<file path="config.mk">
export PLATFORM = sky130hd
export DESIGN_NAME = pe
export DESIGN_NICKNAME = d
export VERILOG_FILES = /design/src/rtl/pe_pkg.sv /design/src/rtl/pe_mac.sv /design/src/rtl/pe.sv
export SDC_FILE = /design/constraint.sdc
export NUM_CORES = 1
export LEC_CHECK = 0
export ABC_AREA = 0
export CAP_MARGIN = 25
export CORE_AREA = 2 2 92 94
export CTS_CLUSTER_SIZE = 8
export DETAILED_ROUTE_END_ITERATION = 8
export DIE_AREA = 0 0 94 96
export PLACE_DENSITY = 0.71
export SLEW_MARGIN = 30
export SYNTH_ARGS = -nofsm -noshare
export SYNTH_HDL_FRONTEND = slang
export SYNTH_HIERARCHICAL = 1
export SYNTH_SLANG_ARGS = --single-unit
</file>
<file path="constraint.sdc">
create_clock -name clk -period 8.05 [get_ports clk]
set_input_delay 1.2075 -clock clk [delete_from_list [all_inputs] [get_ports clk]]
set_output_delay 1.2075 -clock clk [all_outputs]
set_load 0.005 [all_outputs]
</file>
<file path="src/rtl/pe_pkg.sv">
// Shared types and constants for the processing element.
package pe_pkg;

  localparam int unsigned DATA_W = 8;

  typedef logic [DATA_W-1:0]   data_t;
  typedef logic [2*DATA_W-1:0] prod_t;

  localparam data_t ACC_MAX = '1;

endpackage

</file>
<file path="src/rtl/pe_mac.sv">
// Multiply-accumulate lane: acc <= acc + x*y, held when enable is low.
// Macro PE_SATURATE_EN selects clamping to all-ones instead of wrapping.
module pe_mac
  import pe_pkg::*;
#(
  parameter int unsigned DATA_W = pe_pkg::DATA_W
) (
  input  logic              clk,
  input  logic              reset,
  input  logic              enable,
  input  logic [DATA_W-1:0] x,
  input  logic [DATA_W-1:0] y,
  output logic [DATA_W-1:0] acc
);

  logic [2*DATA_W-1:0] prod;
  logic [DATA_W-1:0]   acc_next;

  assign prod = x * y;

`ifdef PE_SATURATE_EN
  localparam logic [2*DATA_W:0] SAT_LIMIT = {{(DATA_W+1){1'b0}}, {DATA_W{1'b1}}};

  logic [2*DATA_W:0] sum;

  assign sum = {{(DATA_W+1){1'b0}}, acc} + {1'b0, prod};

  // Clamp the extended sum; once at all-ones any further product keeps it there.
  always_comb begin
    acc_next = sum[DATA_W-1:0];
    if (sum > SAT_LIMIT) begin
      acc_next = '1;
    end
  end
`else
  // Wrapping accumulation keeps only the low DATA_W bits of acc + product.
  always_comb begin
    acc_next = DATA_W'({{DATA_W{1'b0}}, acc} + prod);
  end
`endif

  // Accumulator register: reset, then enable, then hold.
  always_ff @(posedge clk) begin
    if (reset) begin
      acc <= '0;
    end else if (enable) begin
      acc <= acc_next;
    end
  end

endmodule

</file>
<file path="src/rtl/pe.sv">
// Systolic array processing element: forwards a/b/c through registers and
// runs two MAC lanes sharing operand a. Macro PE_SATURATE_EN selects
// saturating accumulators (see pe_mac).
module pe
  import pe_pkg::*;
#(
  parameter int unsigned DATA_W = pe_pkg::DATA_W
) (
  input  logic              clk,
  input  logic              reset,
  input  logic              enable,
  input  logic [DATA_W-1:0] a,
  input  logic [DATA_W-1:0] b,
  input  logic [DATA_W-1:0] c,
  output logic [DATA_W-1:0] e,
  output logic [DATA_W-1:0] f,
  output logic [DATA_W-1:0] g,
  output logic [DATA_W-1:0] acc1,
  output logic [DATA_W-1:0] acc2
);

  // Forwarding registers toward the neighbouring cells.
  always_ff @(posedge clk) begin
    if (reset) begin
      e <= '0;
      f <= '0;
      g <= '0;
    end else if (enable) begin
      e <= a;
      f <= b;
      g <= c;
    end
  end

  pe_mac #(.DATA_W(DATA_W)) u_mac1 (
    .clk    (clk),
    .reset  (reset),
    .enable (enable),
    .x      (a),
    .y      (b),
    .acc    (acc1)
  );

  pe_mac #(.DATA_W(DATA_W)) u_mac2 (
    .clk    (clk),
    .reset  (reset),
    .enable (enable),
    .x      (a),
    .y      (c),
    .acc    (acc2)
  );

endmodule

</file>
==> results of run 1 <==
[logic make-up (layout without fill, tap and decap cells)]
group                      Yosys count  in the layout
adders and majority gates           70             70
buffers and inverters               75            142
muxes                               36             36
xor gates and xnor gates            36             36
DFF                                 40             40
AOI/OAI and AO/OA                   12             12
and+or+nand+nor                    112            112
[where the power goes]
| part | switching [mW] | leakage, nW | internal (mW) |
|---|---|---|---|
| sequential | 0.0214 | 0.330 | 0.226 |
| clock | 0.0818 | 0.0404 | 0.0615 |
| combinational | 0.302 | 1.72 | 0.316 |
| total | 0.405 | 2.09 | 0.604 |
[worst max-delay path, cell delays in order]
cell             delay [ns]
clkdlybuf4s50_1        0.68
and2_1                 0.33
fa_1                   0.46
fa_1                   0.49
ha_1                   0.30
inv_1                  0.05
fa_1                   0.52
inv_1                  0.04
ha_1                   0.32
a21o_1                 0.17
a21oi_1                0.25
xnor2_2                0.11
xnor2_1                0.20
a211oi_2               0.09
[placed cells by master, fill, tap and decap left out, types with 4 or more instances in the layout]
cell type         n
a21o_1            4
a21oi_1           4
and2_1           28
clkbuf_8          5
clkdlybuf4s50_1  65
dfxtp_1          40
fa_1             36
ha_1             34
inv_1            66
mux2i_1          36
nand2_1          44
nor2_1           40
xnor2_1          30
xor2_1            4
[state kept, by name, indices dropped and copies added (netlist names)]
signal	count
f	8
u_mac2/acc	8
e	8
g	8
u_mac1/acc	8
[how the worst max path moves through the flow]
stage               from                    endpoint  depth (start not counted)
finish              a[0]  u_mac1/acc[7]$_SDFFE_PP0P_                         14
global route        a[0]  u_mac1/acc[7]$_SDFFE_PP0P_                         14
CTS                 a[0]  u_mac1/acc[7]$_SDFFE_PP0P_                         14
detailed placement  a[0]  u_mac2/acc[7]$_SDFFE_PP0P_                         14
global placement    a[3]  u_mac2/acc[7]$_SDFFE_PP0P_                         15
floorplan           a[5]  u_mac1/acc[7]$_SDFFE_PP0P_                         13
[stage by stage]
step                      instance area, µm²  cells  total power [mW]  setup WS [ns]  util (%)
after global placement                  4268    545            0.8552          2.748     53.01
after CTS                               4360    553             1.023          2.972     54.16
after global routing                    4360    553             1.122          2.753     54.16
final                                   4360    553             1.008          2.989     54.16
after floorplan                         3540    381            0.7165          3.659         -
after detailed placement                4268    545            0.8721          2.662     53.01
[area by class of cell]
class | count | area, µm²
flip-flops and latches | 40 | 800.8
clock buffers | 5 | 68.82
clock inverters | 3 | 23.77
inverters | 66 | 247.7
fillers | 742 | 3691
multi-input cells | 266 | 2417
repair buffers | 68 | 670.6
well taps | 105 | 131.4
[cell usage after synthesis, drive strengths merged]
master | number | area [µm²]
buf | 3 | 51.30
a21oi | 4 | 20.02
clkbuf | 6 | 22.52
xnor2 | 32 | 295.3
a21o | 4 | 30.03
inv | 66 | 247.7
dfxtp | 40 | 800.8
and2 | 28 | 175.2
mux2i | 36 | 360.4
nand2 | 44 | 165.2
ha | 34 | 425.4
nor2 | 40 | 150.1
a211oi | 4 | 40.03
xor2 | 4 | 35.03
fa | 36 | 720.7
[per-layer routing]
metal  GRT usage [%]  up-vias
met4           7.005        0
li1                -     1289
met1           26.22     1265
met5               0        -
met2           29.94       59
met3           3.211       12
==> impl_results.md, run 1 <==
* Antenna violations before repair at 0
* RSZ-0062 raised after global routing: no
* Hold path cells at 2
* Final Hold Viols at 0
* Die ar. at roughly 0.0090 mm²
* CTS Hold Bufs at 0
* HP Start: g[1]$_SDFFE_PP0P_
* Drt pass-1 iters at 4
* Worst R2R Path Depth at 13
* First DRT Iteration DRCs at 92
* Synth Area in Simple Gates at 13.86%
* Detailed Route WL at approximately 7600 µm
* Pins Over Slew Limit at 0
* Vias in the first global route at around 2,800
* Max-cap violation count at 0
* Die Wd at 94 µm
* Synth Cell Area at roughly 0.0035 mm²
* Xor and xnor area share after synthesis at 9.332%
* Overflow after GRT at 0
* Sequential-to-total area share from yosys stat at 22.62%
* CP Capture Type: flip-flop
* Hold WS at 0.4975 ns
* Synth warn at 6
* Leakage at roughly 2.1 nW
* Instance count of the mapped netlist at 381
* Setup repair bufs after CTS at 0
* CTS resizes at 0
* CP Max Fanout at 17
* Headroom to the max-slew limit at between 50% and 60%
* Post-synthesis mux area share at 10.18%
* CTS buffer count at 5
* Reg-to-Reg Start: u_mac1/acc[6]$_SDFFE_PP0P_
* Ratio of cells with drive above 1 in the final layout at ~3.3%
* GP Congestion at 0.8608
* Syn Nets at 478
* Largest family of logic cells by synthesized area: adder cells
* Skew-Pair Late Insertion Delay at 0.30 ns
* Vias after detailed routing at 2,625
* Reg clk slew, reported paths at 0.09 ns
* Gr usage total at 18.95%
* Clock Skew at 0.007548 ns
* Core area at 0.008051 mm²
* Synthesized area per cell at 9.290 µm²
* Post-route ant nets at 0
* Starting density of the core at 43.96%
* Setup TNS at 0 ns
* Met1 Routed Length at 3603 µm
* Fmax at about 200 MHz
* N_diodes at 0
* CTS tree: done
* Met3 WL post-DR at about 320 µm
* CP Data Arrival Time at 5.23 ns
* IO Count at 67
* Wire per inst at 13.71 µm
* Crit path required time at just over 8 ns
* Final setup fails at 0
* CP startpoint kind: primary input
* Reg2reg end: u_mac1/acc[7]$_SDFFE_PP0P_
* Fin crit period at between 5 and 6 ns
* Hold Path Class: flip-flop to flip-flop
* CTS root buffer: clkbuf_8
* I/O Buffers at 66
* Post-DP HPWL at 5682 µm
* Vias/cell at 4.747
* Nets at roughly 540
* Area growth, synth to finish at 23.19%
* Seq cells post-synth at 40
* Pin count of the biggest net entering global routing at 45
* WHS Endpoint: g[1]$_SDFFE_PP0P_
* First-pass GRT wire length at roughly 13,000 µm
* Clk sink count at 40
* Synth Area in Compound Gates at 2.545%
* Post-synth cell types at 18
* CTS HTree Levels at 2
* Status: completed
* CTS max path bufs at 2
* Met2 WL at 3481 µm
* Slew @ Worst Pin at between 0.7 and 0.8 ns
* Top sig layer: met4
* Critical path type: primary input to flip-flop
* Adder-cell share of the synthesized area at 32.38%
* Rows at 33
* Pwr dens at around 230 mW/mm²
* Maximum vdd drop at 0.0001116 V
* Die height at 96 µm
* Worst R2R Setup Slack at 4.31 ns
* # DRC at 0
* Fin crit share at 62.87%
No activity file was read; power rests on OpenSTA's default activity.
==> inputs of run 2 (changes only) <==
==> constraint.sdc (replaced) <==
create_clock -name clk -period 5.3 [get_ports clk]
set_input_delay 0.795 -clock clk [delete_from_list [all_inputs] [get_ports clk]]
set_output_delay 0.795 -clock clk [all_outputs]
set_load 0.005 [all_outputs]
==> run 2 against run 1 <==
Global-route usage up 0.45 points. Critical endpoint is now u_mac2/acc[7]$_SDFFE_PP0P_. Combinational power up 55%. Sequential cell count did not move. Highest routed layer unchanged. Worst setup slack worse by 2.4 ns. Die area unchanged. Sequential power rose by 51%. Sequential share of layout area fell by 0.20 points. Cell count is 0.72% higher. Cell area increased by 1.1%. Clock-buffer cell count stayed put.
==> impl_results.md, run 2 (same netlist as run 1, synthesis figures left out) <==
* Status: completed
* Multi-input gate area at 0.002417 mm²
* Rows at 33
* Hold path cells at 2
* Slew @ Worst Pin at 0.7047 ns
* Reg2reg end: u_mac1/acc[7]$_SDFFE_PP0P_
* Fillers at approximately 750
* WHS Endpoint: f[1]$_SDFFE_PP0P_
* # DRC at 0
* Die Wd at between 90 and 100 µm
* Vias after detailed routing at 2,643
* Max-cap violation count at 0
* Gr usage total at 19.40%
* Worst R2R Path Depth at 13
* Skew-Pair Late Insertion Delay at 0.29 ns
* CP Max Fanout at 11
* Reg-to-Reg Start: u_mac1/acc[6]$_SDFFE_PP0P_
* CTS root buffer: clkbuf_8
* CTS max path bufs at 2
* CTS resizes at 0
* RSZ-0062 raised after global routing: no
* Pins Over Slew Limit at 0
* Detailed Route WL at approximately 8000 µm
* First DRT Iteration DRCs at 88
* Worst R2R Setup Slack at 1.58 ns
* Headroom to the max-slew limit at 53.02%
* Overflow after GRT at 0
* Reg clk slew, reported paths at ~0.090 ns
* Pin count of the biggest net entering global routing at 45
* Clock Skew at between 0.004 and 0.005 ns
* CTS buffer count at 5
* Ratio of cells with drive above 1 in the final layout at under 10%
* Clk sink count at 40
* I/O Buffers at 66
* Starting density of the core at between 40 and 50%
* CP Data Arrival Time at 4.81 ns
* CTS Hold Bufs at 0
* Maximum vdd drop at 0.0001852 V
* Vias/cell at around 4.7
* Fin crit share at 88.00%
* Drt pass-1 iters at 4
* Setup repair bufs after CTS at 0
* Post-DP HPWL at 6207 µm
* Pwr Total at about 1.6 mW
* CP startpoint kind: primary input
* GP Congestion at 0.8274
* Post-route ant nets at 0
* Antenna violations before repair at 0
* Fmax at 214.4 MHz
* Hold Path Class: flip-flop to flip-flop
* Die ar. at 0.009024 mm²
* First-pass GRT wire length at between 10,000 and 15,000 µm
* Wire per inst at around 14 µm
* Final setup fails at 0
* Setup TNS at 0 ns
* Nets at 548
* Pwr dens at 360.5 mW/mm²
* N_diodes at 0
* Die height at 96 µm
* Most frequent cells in the layout: 66 x inv_1, 65 x clkdlybuf4s50_1, 44 x nand2_1
* CTS tree: done
* Area growth, synth to finish at 24.57%
* IO Count at 67
* Vias in the first global route at 2,854
* HP Start: f[1]$_SDFFE_PP0P_
* Most common library cell in the layout ignoring fill and taps: inv_1
* Fin crit period at ~4.7 ns
* CTS HTree Levels at 2
* CP Capture Type: flip-flop
* Final Hold Viols at 0
* Crit path required time at about 5.5 ns
* Critical path type: primary input to flip-flop
* Core area at 0.008051 mm²
* Dpl cell area at roughly 0.0043 mm²
* Leakage at 2.126 nW
* Storage cell area at roughly 800 µm²
* Final instance area at 0.004409 mm²
==> run 2: layout make-up <==
type                            count  area share, %
Inverter                           66          5.619
Timing Repair Buffer               72          15.89
Multi-Input combinational cell    266          54.82
Clock buffer                        5          1.561
Clock inverter                      3         0.9648
Tap cell                          105          2.980
Sequential cell                    40          18.16
==> run 2: how the worst max path moves through the flow <==
stage,startpoint,end,slack (ns),cells past startpoint
2_1_floorplan,a[5],u_mac1/acc[7]$_SDFFE_PP0P_,1.32,13
3_3_place_gp,a[2],u_mac2/acc[7]$_SDFFE_PP0P_,0.37,16
3_5_place_dp,a[3],u_mac2/acc[7]$_SDFFE_PP0P_,0.33,15
4_1_cts,a[3],u_mac2/acc[7]$_SDFFE_PP0P_,0.62,15
5_1_grt,a[3],u_mac2/acc[7]$_SDFFE_PP0P_,0.40,15
6_report,a[3],u_mac2/acc[7]$_SDFFE_PP0P_,0.64,15
==> run 2: through the flow <==
stage                     util, %  setup WS [ns]  instances  hold WS [ns]
after floorplan                 -          1.321        381        0.4835
after global placement      53.38         0.3659        549        0.4733
after detailed placement    53.38         0.3329        549        0.4833
after CTS                   54.76         0.6203        557        0.5011
after global routing        54.76         0.4038        557        0.5253
final                       54.76         0.6361        557        0.4960
==> run 2: power by group <==
part | switching (mW) | internal [mW]
clock network | 0.119 | 0.140
logic | 0.468 | 0.488
registers | 0.0315 | 0.343
==> run 2: critical path: stages <==
cell and delay [ns]:
clkdlybuf4s50_1 0.77, nand2_1 0.14, fa_1 0.52, inv_1 0.05, fa_1 0.47, ha_1 0.29, inv_1 0.05, fa_1 0.52
fa_1 0.47, inv_1 0.07, a21o_1 0.10, a21oi_1 0.09, xnor2_2 0.15, xnor2_1 0.21, a211oi_2 0.09
==> run 2: metal layers <==
layer  vias to the layer above  global-route usage [%]  share of wire [%]
met5                         -                       0                  0
met4                         0                   7.850                1.4
met3                        11                   3.367                5.5
met2                        74                   32.02                 47
met1                      1259                   25.36                 46
li1                       1299                       -                  -
